[config.mk]
export PLATFORM = sky130hd
export DESIGN_NAME = oled_spi_driver
export DESIGN_NICKNAME = d
export VERILOG_FILES = /design/src/rtl/oled_spi_driver.sv
export SDC_FILE = /design/constraint.sdc
export NUM_CORES = 1
export LEC_CHECK = 0
export ABC_AREA = 1
export CAP_MARGIN = 20
export CORE_MARGIN = 1.5
export CORE_UTILIZATION = 45
export DETAILED_ROUTE_END_ITERATION = 10
export PLACE_DENSITY_LB_ADDON = 0.08
export SLEW_MARGIN = 0
export SYNTH_ARGS = -nofsm -noshare
export SYNTH_HDL_FRONTEND = slang
export SYNTH_SLANG_ARGS = --single-unit
[constraint.sdc]
create_clock -name clk -period 2.3 [get_ports clk]
set_input_delay 0.69 -clock clk [delete_from_list [all_inputs] [get_ports clk]]
set_output_delay 0.69 -clock clk [all_outputs]
set_load 0.02 [all_outputs]
[src/rtl/oled_spi_driver.sv]
// SSD1306 128x64 OLED driver: panel power-up and reset sequencing, a fixed init command
// list, then a continuous stream of the 1024-byte frame buffer over write-only 4-wire SPI.
module oled_spi_driver #(
  parameter int unsigned STARTUP_WAIT = 10000000
) (
  input  logic       clk,
  input  logic       rst_btn,
  output logic       ioSclk,
  output logic       ioSdin,
  output logic       ioCs,
  output logic       ioDc,
  output logic       ioReset,
  output logic [9:0] pixelAddress,
  input  logic [7:0] pixelData
);

  typedef enum logic [1:0] {INIT_POWER, LOAD_INIT_CMD, SEND, LOAD_DATA} state_t;

  localparam logic [4:0]  NUM_CMDS = 5'd23;
  localparam logic [31:0] WAIT1    = 32'(STARTUP_WAIT);
  localparam logic [31:0] WAIT2    = 32'(2 * STARTUP_WAIT);
  localparam logic [31:0] WAIT3    = 32'(3 * STARTUP_WAIT);

  state_t      state_q, state_d;
  logic [31:0] counter_q, counter_d;
  logic [4:0]  cmd_idx_q, cmd_idx_d;
  logic [2:0]  bit_q, bit_d;
  logic        phase_q, phase_d;
  logic [7:0]  shift_q, shift_d;
  logic [9:0]  addr_q, addr_d;
  logic        sclk_q, sclk_d;
  logic        sdin_q, sdin_d;
  logic        cs_q, cs_d;
  logic        dc_q, dc_d;
  logic        rst_pin_q, rst_pin_d;

  function automatic logic [7:0] init_cmd(input logic [4:0] idx);
    case (idx)
      5'd0:    init_cmd = 8'hAE;
      5'd1:    init_cmd = 8'h81;
      5'd2:    init_cmd = 8'h7F;
      5'd3:    init_cmd = 8'hA6;
      5'd4:    init_cmd = 8'h20;
      5'd5:    init_cmd = 8'h00;
      5'd6:    init_cmd = 8'hC8;
      5'd7:    init_cmd = 8'h40;
      5'd8:    init_cmd = 8'hA1;
      5'd9:    init_cmd = 8'hA8;
      5'd10:   init_cmd = 8'h3F;
      5'd11:   init_cmd = 8'hD3;
      5'd12:   init_cmd = 8'h00;
      5'd13:   init_cmd = 8'hD5;
      5'd14:   init_cmd = 8'h80;
      5'd15:   init_cmd = 8'hD9;
      5'd16:   init_cmd = 8'h22;
      5'd17:   init_cmd = 8'hDB;
      5'd18:   init_cmd = 8'h20;
      5'd19:   init_cmd = 8'h8D;
      5'd20:   init_cmd = 8'h14;
      5'd21:   init_cmd = 8'hA4;
      5'd22:   init_cmd = 8'hAF;
      default: init_cmd = 8'hE3;
    endcase
  endfunction

  always_comb begin
    state_d   = state_q;
    counter_d = counter_q;
    cmd_idx_d = cmd_idx_q;
    bit_d     = bit_q;
    phase_d   = phase_q;
    shift_d   = shift_q;
    addr_d    = addr_q;
    sclk_d    = sclk_q;
    sdin_d    = sdin_q;
    cs_d      = cs_q;
    dc_d      = dc_q;
    rst_pin_d = rst_pin_q;

    case (state_q)
      INIT_POWER: begin
        if (counter_q == WAIT3) begin
          state_d = LOAD_INIT_CMD;
          cs_d    = 1'b0;
        end else begin
          // ioReset is registered, so it is derived from the value the counter is about to hold
          counter_d = counter_q + 32'd1;
          rst_pin_d = !((counter_d >= WAIT1) && (counter_d < WAIT2));
        end
      end
      LOAD_INIT_CMD: begin
        dc_d      = 1'b0;
        shift_d   = init_cmd(cmd_idx_q);
        cmd_idx_d = cmd_idx_q + 5'd1;
        bit_d     = 3'd7;
        phase_d   = 1'b0;
        state_d   = SEND;
      end
      LOAD_DATA: begin
        dc_d    = 1'b1;
        shift_d = pixelData;
        bit_d   = 3'd7;
        phase_d = 1'b0;
        state_d = SEND;
      end
      SEND: begin
        if (!phase_q) begin
          sclk_d  = 1'b0;
          sdin_d  = shift_q[bit_q];
          phase_d = 1'b1;
          // Advance two cycles before LOAD_DATA so the 1-cycle pixel read has settled
          if (dc_q && (bit_q == 3'd0)) addr_d = addr_q + 10'd1;
        end else begin
          sclk_d  = 1'b1;
          phase_d = 1'b0;
          if (bit_q == 3'd0) begin
            state_d = (dc_q || (cmd_idx_q == NUM_CMDS)) ? LOAD_DATA : LOAD_INIT_CMD;
          end else begin
            bit_d = bit_q - 3'd1;
          end
        end
      end
      default: state_d = INIT_POWER;
    endcase
  end

  always_ff @(posedge clk or negedge rst_btn) begin
    if (!rst_btn) begin
      state_q   <= INIT_POWER;
      counter_q <= 32'd0;
      cmd_idx_q <= 5'd0;
      bit_q     <= 3'd7;
      phase_q   <= 1'b0;
      shift_q   <= 8'd0;
      addr_q    <= 10'd0;
      sclk_q    <= 1'b1;
      sdin_q    <= 1'b0;
      cs_q      <= 1'b1;
      dc_q      <= 1'b0;
      rst_pin_q <= 1'b1;
    end else begin
      state_q   <= state_d;
      counter_q <= counter_d;
      cmd_idx_q <= cmd_idx_d;
      bit_q     <= bit_d;
      phase_q   <= phase_d;
      shift_q   <= shift_d;
      addr_q    <= addr_d;
      sclk_q    <= sclk_d;
      sdin_q    <= sdin_d;
      cs_q      <= cs_d;
      dc_q      <= dc_d;
      rst_pin_q <= rst_pin_d;
    end
  end

  assign ioSclk       = sclk_q;
  assign ioSdin       = sdin_q;
  assign ioCs         = cs_q;
  assign ioDc         = dc_q;
  assign ioReset      = rst_pin_q;
  assign pixelAddress = addr_q;

endmodule

==> metrics.md <==
| Metric | Value |
|---|---|
| Utilization after layout | `between 50% and 60%` |
| Synthesized cell area | `4400 um^2` |
| Skew-Pair Late Insertion Delay | `around 0.36 ns` |
| Max cap viols | `0` |
| Drt pass-1 iters | `5` |
| Comb power frac | `under 10%` |
| RR Startpoint | `counter_q[0]` |
| Switching share of power | `between 20% and 30%` |
| R2r endpoint | `counter_q[31]` |
| Crit path largest cell delay | `roughly 0.60 ns` |
| Crit Path Class | `flip-flop to primary output` |
| Initial detailed-routing violation count | `around 170` |
| Diodes inserted | `0` |
| Grt total ovfl | `0` |
| GP Congestion | `between 0.9 and 1` |
| Syn Inst Count | `approximately 630` |
| Die X | `102 um` |
| Antenna Nets Post-Route | `0` |
| Antenna violations before repair | `0` |
| Synthesized Nets | `650` |
| CTS Sinks | `66` |
| Clk slew on worst S/H paths | `0.08 ns` |
| CP delay by family, top | `buffers and inverters` |
| Multi-input gate area | `~2400 um^2` |
| First-pass GRT wire length | `~18 mm` |
| Worst slew pin tran | `approximately 0.52 ns` |
| Post-Layout Inst Area | `about 5000 um^2` |
| Critical path origin | `ioReset` |
| Root buffer cell | `clkbuf_8` |
| Max Buffers Root-to-Sink | `2` |
| H-tree levels | `3` |
| FILL cells | `about 990` |
| Residual DRC count | `0` |
| Critical Path AT | `1.51 ns` |
| Final Setup Violations | `0` |
| HPWL after DPL | `8.45 mm` |
| Post_cts resized | `0` |
| Maximum vdd drop | `between 200 and 250 uV` |
| CP Depth | `1` |
| Hold crit path type | `input port to asynchronous set/reset pin` |
| Post-CTS Setup Inserts | `0` |
| Synth area leaders | `dfrtp_1 (34%), nand2_1 (16%), nor2_1 (6.4%)` |
| Met2 routed WL | `between 5 and 6 mm` |
| Vias in the first global route | `3,892` |
| Leakage | `around 0.0024 uW` |
| Top Ports | `25` |
| Fraction of registers with async set or reset after synthesis | `100%` |
| Slew margin rel. | `about two thirds` |
| GRT Util Overall | `a little under a quarter` |
| Share of layout cells above drive strength 1 | `a little over 10%` |
| Fin nets | `a little under 700` |
| Worst-path cell chain | `clkdlybuf4s50_1` |
| Synth warn | `0` |
| Core Area | `~9400 um^2` |
| Largest net degree at the start of global routing | `30` |
| Syn Area/Cell | `7.02 um^2` |
| M1 wire length | `around 4.8 mm` |
| Fin cells | `~800` |
| R2R setup slack | `around 0.19 ns` |
| # hold bufs at CTS | `0` |
| Synth top area share | `approximately a third` |
| Synth Register Bits | `between 60 and 70` |
| Largest area contributor in the netlist | `dfrtp_1` |
| Sequential Area | `roughly 1700 um^2` |
| Initial Util | `a little under half` |
| PD cells | `approximately 460 nW/um^2` |
| Primary FF master, synth | `dfrtp_1` |
| Routed vias | `roughly 4,000` |
| Routed wl met3 | `483 um` |
| DR top layer | `met4` |
| Row count | `35` |
| Critical Path RT | `roughly 1.6 ns` |
| Final Skew | `between 0.01 and 0.015 ns` |
| F_max | `around 0.45 GHz` |
| Crit path capture type | `primary output` |
| Int Pwr | `around 1800 uW` |
| Die Height | `~100 um` |
| Seq pwr share | `between 40% and 50%` |
| Switching pwr | `507 uW` |
| CP max-delay cell | `clkdlybuf4s50_1` |
| Final Hold Vio Count | `0` |
| Detail-routed net length per standard cell | `roughly 14 um` |
| CTS tree | `built` |
| Layout area overhead | `16.0%` |
| Clock group share of total power | `approximately 48%` |
| Distinct cell type count after synthesis | `37` |
| DIE AREA | `a little over 10,000 um^2` |
| Placed Area | `~4900 um^2` |
| Final setup TNS | `0 ns` |
| Placed insts | `779` |
| Crit-path max FO | `2` |
| CP Launch Type | `flip-flop` |
| Outcome | `finished, final reports clean` |
| Slew Limit Fails | `0` |
| Port Buffers | `24` |
| Num CTS Buffers | `9` |
| Worst Reg-to-Reg Cells | `10` |
| EDFF count, synth | `0` |
| DR vias/cell | `slightly above 5` |
| Final wirelength | `roughly 11 mm` |
| Sequential share of the synthesized area | `37.7%` |
| Bufs and invs on worst path | `1` |
| Min Tclk post-route | `2.20 ns` |
| Fin crit share | `95.6%` |
==> sequential cells by signal, summed over array words and instances (netlist names) <==
signal and cells:
cmd_idx_q 5, ioReset 1, state_q 2, ioCs 1
bit_q 3, ioSdin 1, phase_q 1, pixelAddress 10
counter_q 32, ioSclk 1, ioDc 1, shift_q 8
==> synthesized netlist by cell type, types with 2 or more instances <==
library cell,count
o221ai_1,2
clkinv_1,4
nand2_1,192
nor2_4,4
nor2_1,75
o311ai_0,2
xor2_1,12
dfrtp_1,60
inv_1,74
clkbuf_1,7
a221o_1,2
nand3b_1,2
o21ai_0,45
nor2_2,8
nand3_1,40
nand2_2,8
a21oi_1,17
buf_2,3
dfstp_2,6
nor3_2,2
nor2_8,2
a31oi_1,3
o211ai_1,6
xnor2_1,8
nand4_1,10
nor3_1,8
ha_1,14
==> metal layers <==
layer | GRT usage [%] | vias to the layer above
met5 | 0 | -
met4 | 10.9 | 0
met3 | 3.69 | 24
met2 | 36.8 | 98
met1 | 30.3 | 1863
li1 | - | 2070
==> power by group through the flow <==
stage	combinational (uW)	clock (uW)	sequential, uW
detailed placement	47.7	0	1180
global route	52.4	1200	1160
floorplan	0.0364	0	1180
finish	45.2	1120	1160
CTS	47.8	1160	1160
global placement	47.6	0	1180
==> worst max path at each step <==
| stage | slack, ns | end |
|---|---|---|
| finish | 0.10 | ioReset |
| global route | -0.01 | counter_q[10] |
| CTS | 0.08 | ioReset |
| detailed placement | 0.13 | ioReset |
| global placement | 0.14 | ioReset |
| floorplan | 0.50 | bit_q[0] |
==> final cells by class <==
| type | count | area share (%) |
|---|---|---|
| multi-input cells | 471 | 47.4 |
| flip-flops and latches | 66 | 32.5 |
| repair buffers | 34 | 6.58 |
| inverters | 79 | 5.82 |
| well taps | 129 | 3.17 |
| clock buffers | 10 | 2.70 |
| clock inverters | 6 | 1.74 |
==> per-stage QoR <==
stage	setup slack (ns)	power [uW]	hold WS [ns]
6_report	0.101	2330	0.300
5_1_grt	-0.0119	2410	0.320
4_1_cts	0.0786	2360	0.297
3_5_place_dp	0.125	1230	0.456
3_3_place_gp	0.136	1230	0.458
2_1_floorplan	0.497	1180	0.394
==> cells in the final DEF, fill, tap and decap left out, drive strengths merged <==
cell	n
nor3b	1
inv	76
nand3b	2
clkinvlp	2
nand3	41
bufinv	2
xor2	12
o221ai	2
nand2	201
o311ai	2
a31oi	3
a41oi	1
a21oi	17
dfstp	6
dfrtp	60
nor4	1
o211ai	6
xnor2	8
a221o	2
nor3	11
nand4	10
nor2	89
mux2	1
clkdlybuf4s50	23
ha	14
buf	11
and2	1
clkbuf	10
o21ai	46
clkinv	5
==> cells by family after synthesis <==
group | synth area share [%]
DFF | 37.7
adders and majority gates | 3.99
xor gates and xnor gates | 3.99
AOI/OAI and AO/OA | 10.2
and+or+nand+nor | 36.2
buffers and inverters | 7.69
muxes | 0.256
No activity file was read; power rests on OpenSTA's default activity.
